### src/rtl/q_table_updater.sv
// Q-learning Bellman update engine: reads Q(s,a) and Q(s',*), computes the
// shift-based update with saturation, and writes the new value back.
module q_table_updater #(
  parameter int DATA_W      = 32,
  parameter int STATE_W     = 4,
  parameter int ALPHA_SHIFT = 1,
  parameter int GAMMA_SHIFT = 2
) (
  input  logic                 clk,
  input  logic                 rst_n,
  input  logic                 upd_valid,
  output logic                 upd_ready,
  input  logic [STATE_W-1:0]   state,
  input  logic [1:0]           act,
  input  logic [STATE_W-1:0]   next_state,
  input  logic [DATA_W-1:0]    reward,
  output logic                 rd_en,
  output logic [STATE_W+1:0]   rd_addr,
  input  logic [DATA_W-1:0]    rd_data,
  output logic                 wr_en,
  output logic [STATE_W+1:0]   wr_addr,
  output logic [DATA_W-1:0]    wr_data,
  output logic [DATA_W-1:0]    q_max,
  output logic [11:0]          iteration,
  output logic                 done
);

  // Handshake: a transition is taken on a rising edge where upd_valid && upd_ready;
  // upd_ready is high only in IDLE, and all inputs are captured on that edge only.

  localparam int EW = DATA_W + 3;

  typedef enum logic [2:0] {IDLE, READ, WAIT, CALC, WRITE} fsm_t;

  fsm_t                       fsm;
  logic [STATE_W-1:0]         s_r;
  logic [STATE_W-1:0]         ns_r;
  logic [1:0]                 a_r;
  logic signed [DATA_W-1:0]   r_r;
  logic signed [DATA_W-1:0]   q_cur;
  logic signed [DATA_W-1:0]   max_r;
  logic [2:0]                 rd_idx;

  logic signed [EW-1:0]       m_x;
  logic signed [EW-1:0]       r_x;
  logic signed [EW-1:0]       q_x;
  logic signed [EW-1:0]       g;
  logic signed [EW-1:0]       t;
  logic signed [EW-1:0]       d;
  logic signed [EW-1:0]       n;
  logic [EW-DATA_W:0]         hi;
  logic [DATA_W-1:0]          n_sat;

  // Extended width keeps r + gamma*max - q exact; overflow shows up in the top bits.
  always_comb begin
    m_x = {{3{max_r[DATA_W-1]}}, max_r};
    r_x = {{3{r_r[DATA_W-1]}}, r_r};
    q_x = {{3{q_cur[DATA_W-1]}}, q_cur};
    g   = m_x - (m_x >>> GAMMA_SHIFT);
    t   = r_x + g;
    d   = t - q_x;
    n   = q_x + (d >>> ALPHA_SHIFT);
    hi  = n[EW-1:DATA_W-1];
    if (hi == '0 || hi == '1) begin
      n_sat = n[DATA_W-1:0];
    end else if (n[EW-1]) begin
      n_sat = {1'b1, {(DATA_W-1){1'b0}}};
    end else begin
      n_sat = {1'b0, {(DATA_W-1){1'b1}}};
    end
  end

  always_ff @(posedge clk or negedge rst_n) begin
    if (!rst_n) begin
      fsm       <= IDLE;
      upd_ready <= 1'b1;
      rd_en     <= 1'b0;
      wr_en     <= 1'b0;
      done      <= 1'b0;
      rd_addr   <= '0;
      wr_addr   <= '0;
      wr_data   <= '0;
      q_max     <= '0;
      iteration <= '0;
      s_r       <= '0;
      ns_r      <= '0;
      a_r       <= '0;
      r_r       <= '0;
      q_cur     <= '0;
      max_r     <= '0;
      rd_idx    <= '0;
    end else begin
      case (fsm)
        IDLE: begin
          if (upd_valid && upd_ready) begin
            s_r       <= state;
            a_r       <= act;
            ns_r      <= next_state;
            r_r       <= reward;
            rd_addr   <= {state, act};
            rd_en     <= 1'b1;
            rd_idx    <= 3'd0;
            upd_ready <= 1'b0;
            fsm       <= READ;
          end
        end
        READ: begin
          // rd_data now holds the word requested for index rd_idx-1
          if (rd_idx == 3'd1) begin
            q_cur <= rd_data;
          end else if (rd_idx == 3'd2 || (rd_idx > 3'd2 && $signed(rd_data) > max_r)) begin
            max_r <= rd_data;
          end
          if (rd_idx == 3'd4) begin
            rd_en <= 1'b0;
            fsm   <= WAIT;
          end else begin
            rd_idx  <= rd_idx + 3'd1;
            rd_addr <= {ns_r, rd_idx[1:0]};
          end
        end
        WAIT: begin
          if ($signed(rd_data) > max_r) max_r <= rd_data;
          fsm <= CALC;
        end
        CALC: begin
          wr_data <= n_sat;
          q_max   <= max_r;
          wr_addr <= {s_r, a_r};
          wr_en   <= 1'b1;
          done    <= 1'b1;
          fsm     <= WRITE;
        end
        WRITE: begin
          wr_en     <= 1'b0;
          done      <= 1'b0;
          iteration <= iteration + 12'd1;
          upd_ready <= 1'b1;
          fsm       <= IDLE;
        end
        default: fsm <= IDLE;
      endcase
    end
  end

endmodule

### config.mk
export PLATFORM = sky130hd
export DESIGN_NAME = q_table_updater
export DESIGN_NICKNAME = d
export VERILOG_FILES = /design/src/rtl/q_table_updater.sv
export SDC_FILE = /design/constraint.sdc
export NUM_CORES = 1
export LEC_CHECK = 0
export ABC_AREA = 1
export CAP_MARGIN = 10
export CORE_MARGIN = 1
export CORE_UTILIZATION = 35
export DETAILED_ROUTE_END_ITERATION = 7
export GPL_TIMING_DRIVEN = 0
export PLACE_DENSITY = 0.65
export SYNTH_ARGS = -nofsm -noshare
export SYNTH_HDL_FRONTEND = slang
export SYNTH_SLANG_ARGS = --single-unit
### constraint.sdc
create_clock -name clk -period 5.7 [get_ports clk]
set_input_delay 0.855 -clock clk [delete_from_list [all_inputs] [get_ports clk]]
set_output_delay 0.855 -clock clk [all_outputs]
set_load 0.01 [all_outputs]
==> reports/summary.txt, run 1 <==
DETAILED ROUTING
-----------------------------------------------------------------------------------------------
Total via count in the routed design                                                      13100
Post-detailed-route count of antenna-violating nets                                           0
Routed wire length per instance                                                         16.4 um
Number of violations reported at the end of detailed-routing iteration 0                    673
Drt drc                                                                                       0
Met2 Routed Length                                                                     20700 um
Drt via density                                                                            4.90
Detailed-routing wirelength on met1                                                    20000 um
Top sig layer                                                                              met4
Met3 wire length                                                                        2010 um
Total wire length                                                                      43800 um
Pre-antenna DRT Iters                                                                         5

FLOW RUN
-----------------------------------------------------------------------------------------------
Number of max-capacitance violations reported                                                 0

TIMING
-----------------------------------------------------------------------------------------------
Min cycle time layout                                                                   5.43 ns
Setup-failing EPs final                                                                       0
Hold Fails Final Rpt                                                                          0
Min Hold Slack                                                                         0.315 ns
Final number of max-transition violations                                                     0
Highest attainable clock frequency                                                      184 MHz
Relative slew margins                                                                     24.0%
Worst Tran Pin Value                                                                    1.13 ns
Worst-case clock skew                                                                 0.0153 ns
Ratio of final minimum period to clock period                                             95.3%

GLOBAL ROUTING
-----------------------------------------------------------------------------------------------
Number of global-route vias before repair                                                 13300
Global-route wire length before repair                                                 70900 um
Initial antenna violation count                                                               1
GRT Total Usage                                                                           20.5%
Pin count of the biggest net entering global routing                                        103
Total congestion overflow                                                                     0

CRITICAL PATH
-----------------------------------------------------------------------------------------------
Critical path capture point type                                                           flop
Beginning of the worst register-to-register path                                         r_r[0]
Required time of the critical path                                                      6.18 ns
Critical path start-end classification                                               reg -> reg
Worst r2r dst                                                                        wr_data[5]
Startpoint type of the worst setup path                                                    flop
Crit Path Max Fanout                                                                         10
Reg2Reg Setup Slack                                                                     0.27 ns
Signal arrival time at the worst endpoint                                               5.91 ns
Depth of the worst register-to-register path                                                 32
Cell type of the slowest stage on the worst timing path                                    fa_1
Largest stage delay on the critical path                                                0.55 ns

DIE
-----------------------------------------------------------------------------------------------
Standard-cell rows                                                                           75
Area of the core                                                                      41900 um2
Total die area                                                                        43400 um2
# IOs                                                                                       169
Starting density of the core                                                              35.5%
Width of the chip                                                                        208 um
Die Y-Extent                                                                             208 um

LOGIC SYNTHESIS
-----------------------------------------------------------------------------------------------
Synthesized instance count                                                                 1910
Synth cell types                                                                             49
Count of flip-flops with a built-in enable after synthesis                                    0
Synthesized flop and latch total                                                            203
Cell area after synthesis                                                             14900 um2
Register area share after synthesis                                                       34.1%
Yosys warnings                                                                                0
Post-synth top flop                                                                     dfrtp_1
Proportion of synthesized flip-flops having asynchronous set or reset                      100%
Post-Synthesis Mean Instance Area                                                      7.80 um2
Net count of the mapped netlist                                                            2158

CLOCK TREE
-----------------------------------------------------------------------------------------------
TritonCTS Sinks                                                                             203
TritonCTS Buffers                                                                            25
Clock Latency Late Sink                                                                 0.55 ns
Clock input transition at the sequential cells of the worst setup and hold paths        0.06 ns
Cts hold-fix bufs                                                                             0
Number of H-tree levels                                                                       1
CTS tree                                                                                  built
Number of buffers on the longest clock path                                                   3
Clk root buf                                                                          clkbuf_16

FINISH
-----------------------------------------------------------------------------------------------
Cell area after layout                                                                18400 um2
Area growth syn-to-layout                                                                 23.7%
Share of cells above drive strength 1                                                     9.44%
Count of nets after finishing                                                              2368
Number of diodes added for antenna fixing                                                     0
Layout Utilization                                                                        43.9%

MIN PATH
-----------------------------------------------------------------------------------------------
Kind of path behind the tightest hold check                                         in -> async

PLACEMENT
-----------------------------------------------------------------------------------------------
Post-DP HPWL                                                                           35600 um
Area after DPL                                                                        17300 um2
Count of input and output buffers                                                           168
Routability-driven placement congestion ratio                                             0.893

STATUS
-----------------------------------------------------------------------------------------------
Status                                                                             finished clean

[final cells by class]
class / count / area, um2
fillers: 4205 / 23500
multi-input cells: 1389 / 8740
flip-flops and latches: 203 / 5080
repair buffers: 183 / 1830
inverters: 270 / 1020
clock buffers: 34 / 699
well taps: 539 / 674
plain buffers: 48 / 263
clock inverters: 12 / 129
[metrics by stage]
step / TNS (ns) / setup WS (ns) / cells
after floorplan: 0 / 0.863 / 1910
after detailed placement: -11.35 / -0.391 / 2619
final: 0 / 0.271 / 2678
after global routing: -0.0212 / -0.0123 / 2678
after global placement: -1048.32 / -5.15 / 2617
after CTS: 0 / 0.00728 / 2666
[worst max-delay path by stage]
stage	start	to	slack, ns	depth (start not counted)
6_report	r_r[0]	wr_data[5]	0.27	32
5_1_grt	q_cur[5]	wr_data[16]	-0.01	31
4_1_cts	r_r[0]	wr_data[17]	0.007	30
3_5_place_dp	r_r[0]	wr_data[12]	-0.39	32
3_3_place_gp	rst_n	r_r[18]	-5.15	1
2_1_floorplan	r_r[0]	wr_data[13]	0.86	30
[layer usage]
layer	vias to the layer above	GRT usage, %
li1	6501	-
met1	6272	27.6
met2	283	34.5
met3	57	2.48
met4	0	6.08
met5	-	0
[critical path: cells and delay by family, from the launching register on]
family | cells | cell delay, ns
xor gates and xnor gates | 1 | 0.22
buffers and inverters | 6 | 0.56
DFF | 1 | 0.47
and+or+nand+nor | 16 | 1.48
AOI/OAI and AO/OA | 5 | 0.86
adders and majority gates | 4 | 1.76
[flip-flops by register name, indices dropped and copies added, names as in the netlist, 2 cells and up]
| register | flops |
|---|---|
| s_r | 4 |
| ns_r | 4 |
| iteration | 12 |
| max_r | 32 |
| wr_data | 32 |
| a_r | 2 |
| r_r | 32 |
| q_max | 32 |
| wr_addr | 6 |
| q_cur | 32 |
| fsm | 3 |
| rd_idx | 3 |
| rd_addr | 6 |
[placed cells by master (no fill, tap or decap), drive strengths merged, types with 17 or more instances in the layout]
cell / count
fa: 65
a21oi: 110
ha: 106
clkdlybuf4s50: 167
buf: 41
nand3: 119
mux2: 27
nor3: 17
nor2: 102
dfrtp: 202
inv: 272
nand2: 609
xor2: 36
clkbuf: 57
o21ai: 95
xnor2: 32
[synth_stat cells, types with 2 or more instances]
library cell / count / area (um2)
buf_6: 7 / 78.8
ha_1: 106 / 1330
buf_2: 15 / 75.1
dfrtp_1: 202 / 5050
nor2_4: 2 / 22.5
nand3_2: 11 / 110
xor2_1: 36 / 315
nand4_1: 12 / 75.1
and3_1: 3 / 18.8
nor3b_1: 2 / 15.0
nand2_2: 11 / 68.8
inv_1: 267 / 1000
fa_1: 65 / 1300
o21ai_1: 3 / 15.0
o211ai_1: 3 / 22.5
a21o_1: 6 / 45.0
nand2_1: 597 / 2240
or2_2: 2 / 12.5
and2_1: 2 / 12.5
nand3_1: 108 / 541
o21a_1: 4 / 30.0
buf_4: 3 / 22.5
a21boi_0: 2 / 15.0
or2_1: 2 / 12.5
o21bai_1: 12 / 90.1
a21oi_1: 109 / 546
xnor2_1: 32 / 280
a31oi_1: 12 / 75.1
nor2_2: 2 / 12.5
clkbuf_1: 23 / 86.3
a211oi_1: 2 / 15.0
nor3_1: 16 / 80.1
mux2_2: 27 / 304
o21ai_0: 90 / 450
inv_2: 3 / 11.3
nor2_1: 98 / 368
[timing repair]
action | 4_1_cts | 5_1_grt
gates cloned | 0 | 3
resized for setup | 6 | 56
buffers inserted | 1 | 9
pin swaps | 1 | 13
setup endpoints to repair | 32 | 31
[kinds of logic (layout without fill, tap and decap cells)]
kind of cell / count (synthesis) / in the layout / share of synthesized area [%]
mux: 27 / 27 / 2.04
compound gates: 250 / 250 / 9.22
flops: 203 / 203 / 34.1
xor+xnor: 68 / 68 / 4.00
fa+ha+maj: 171 / 171 / 17.6
buf+inv: 318 / 547 / 8.56
simple gates: 873 / 873 / 24.5
Power of run 1 is left out: the tool's default activity adds up to more than one toggle a clock period on the data nets, which glitch-free logic cannot reach.
==> inputs of run 2 (changes only) <==
--- a/config.mk
+++ b/config.mk
@@ -7,7 +7,6 @@
 export LEC_CHECK = 0
 export ABC_AREA = 1
 export CAP_MARGIN = 10
-export CORE_MARGIN = 1
 export CORE_UTILIZATION = 35
 export DETAILED_ROUTE_END_ITERATION = 7
 export GPL_TIMING_DRIVEN = 0
==> results of run 2 <==
No change in the layout: final DEF, timing and power equal those of run 1.
Power of run 2 is left out for the same reason.
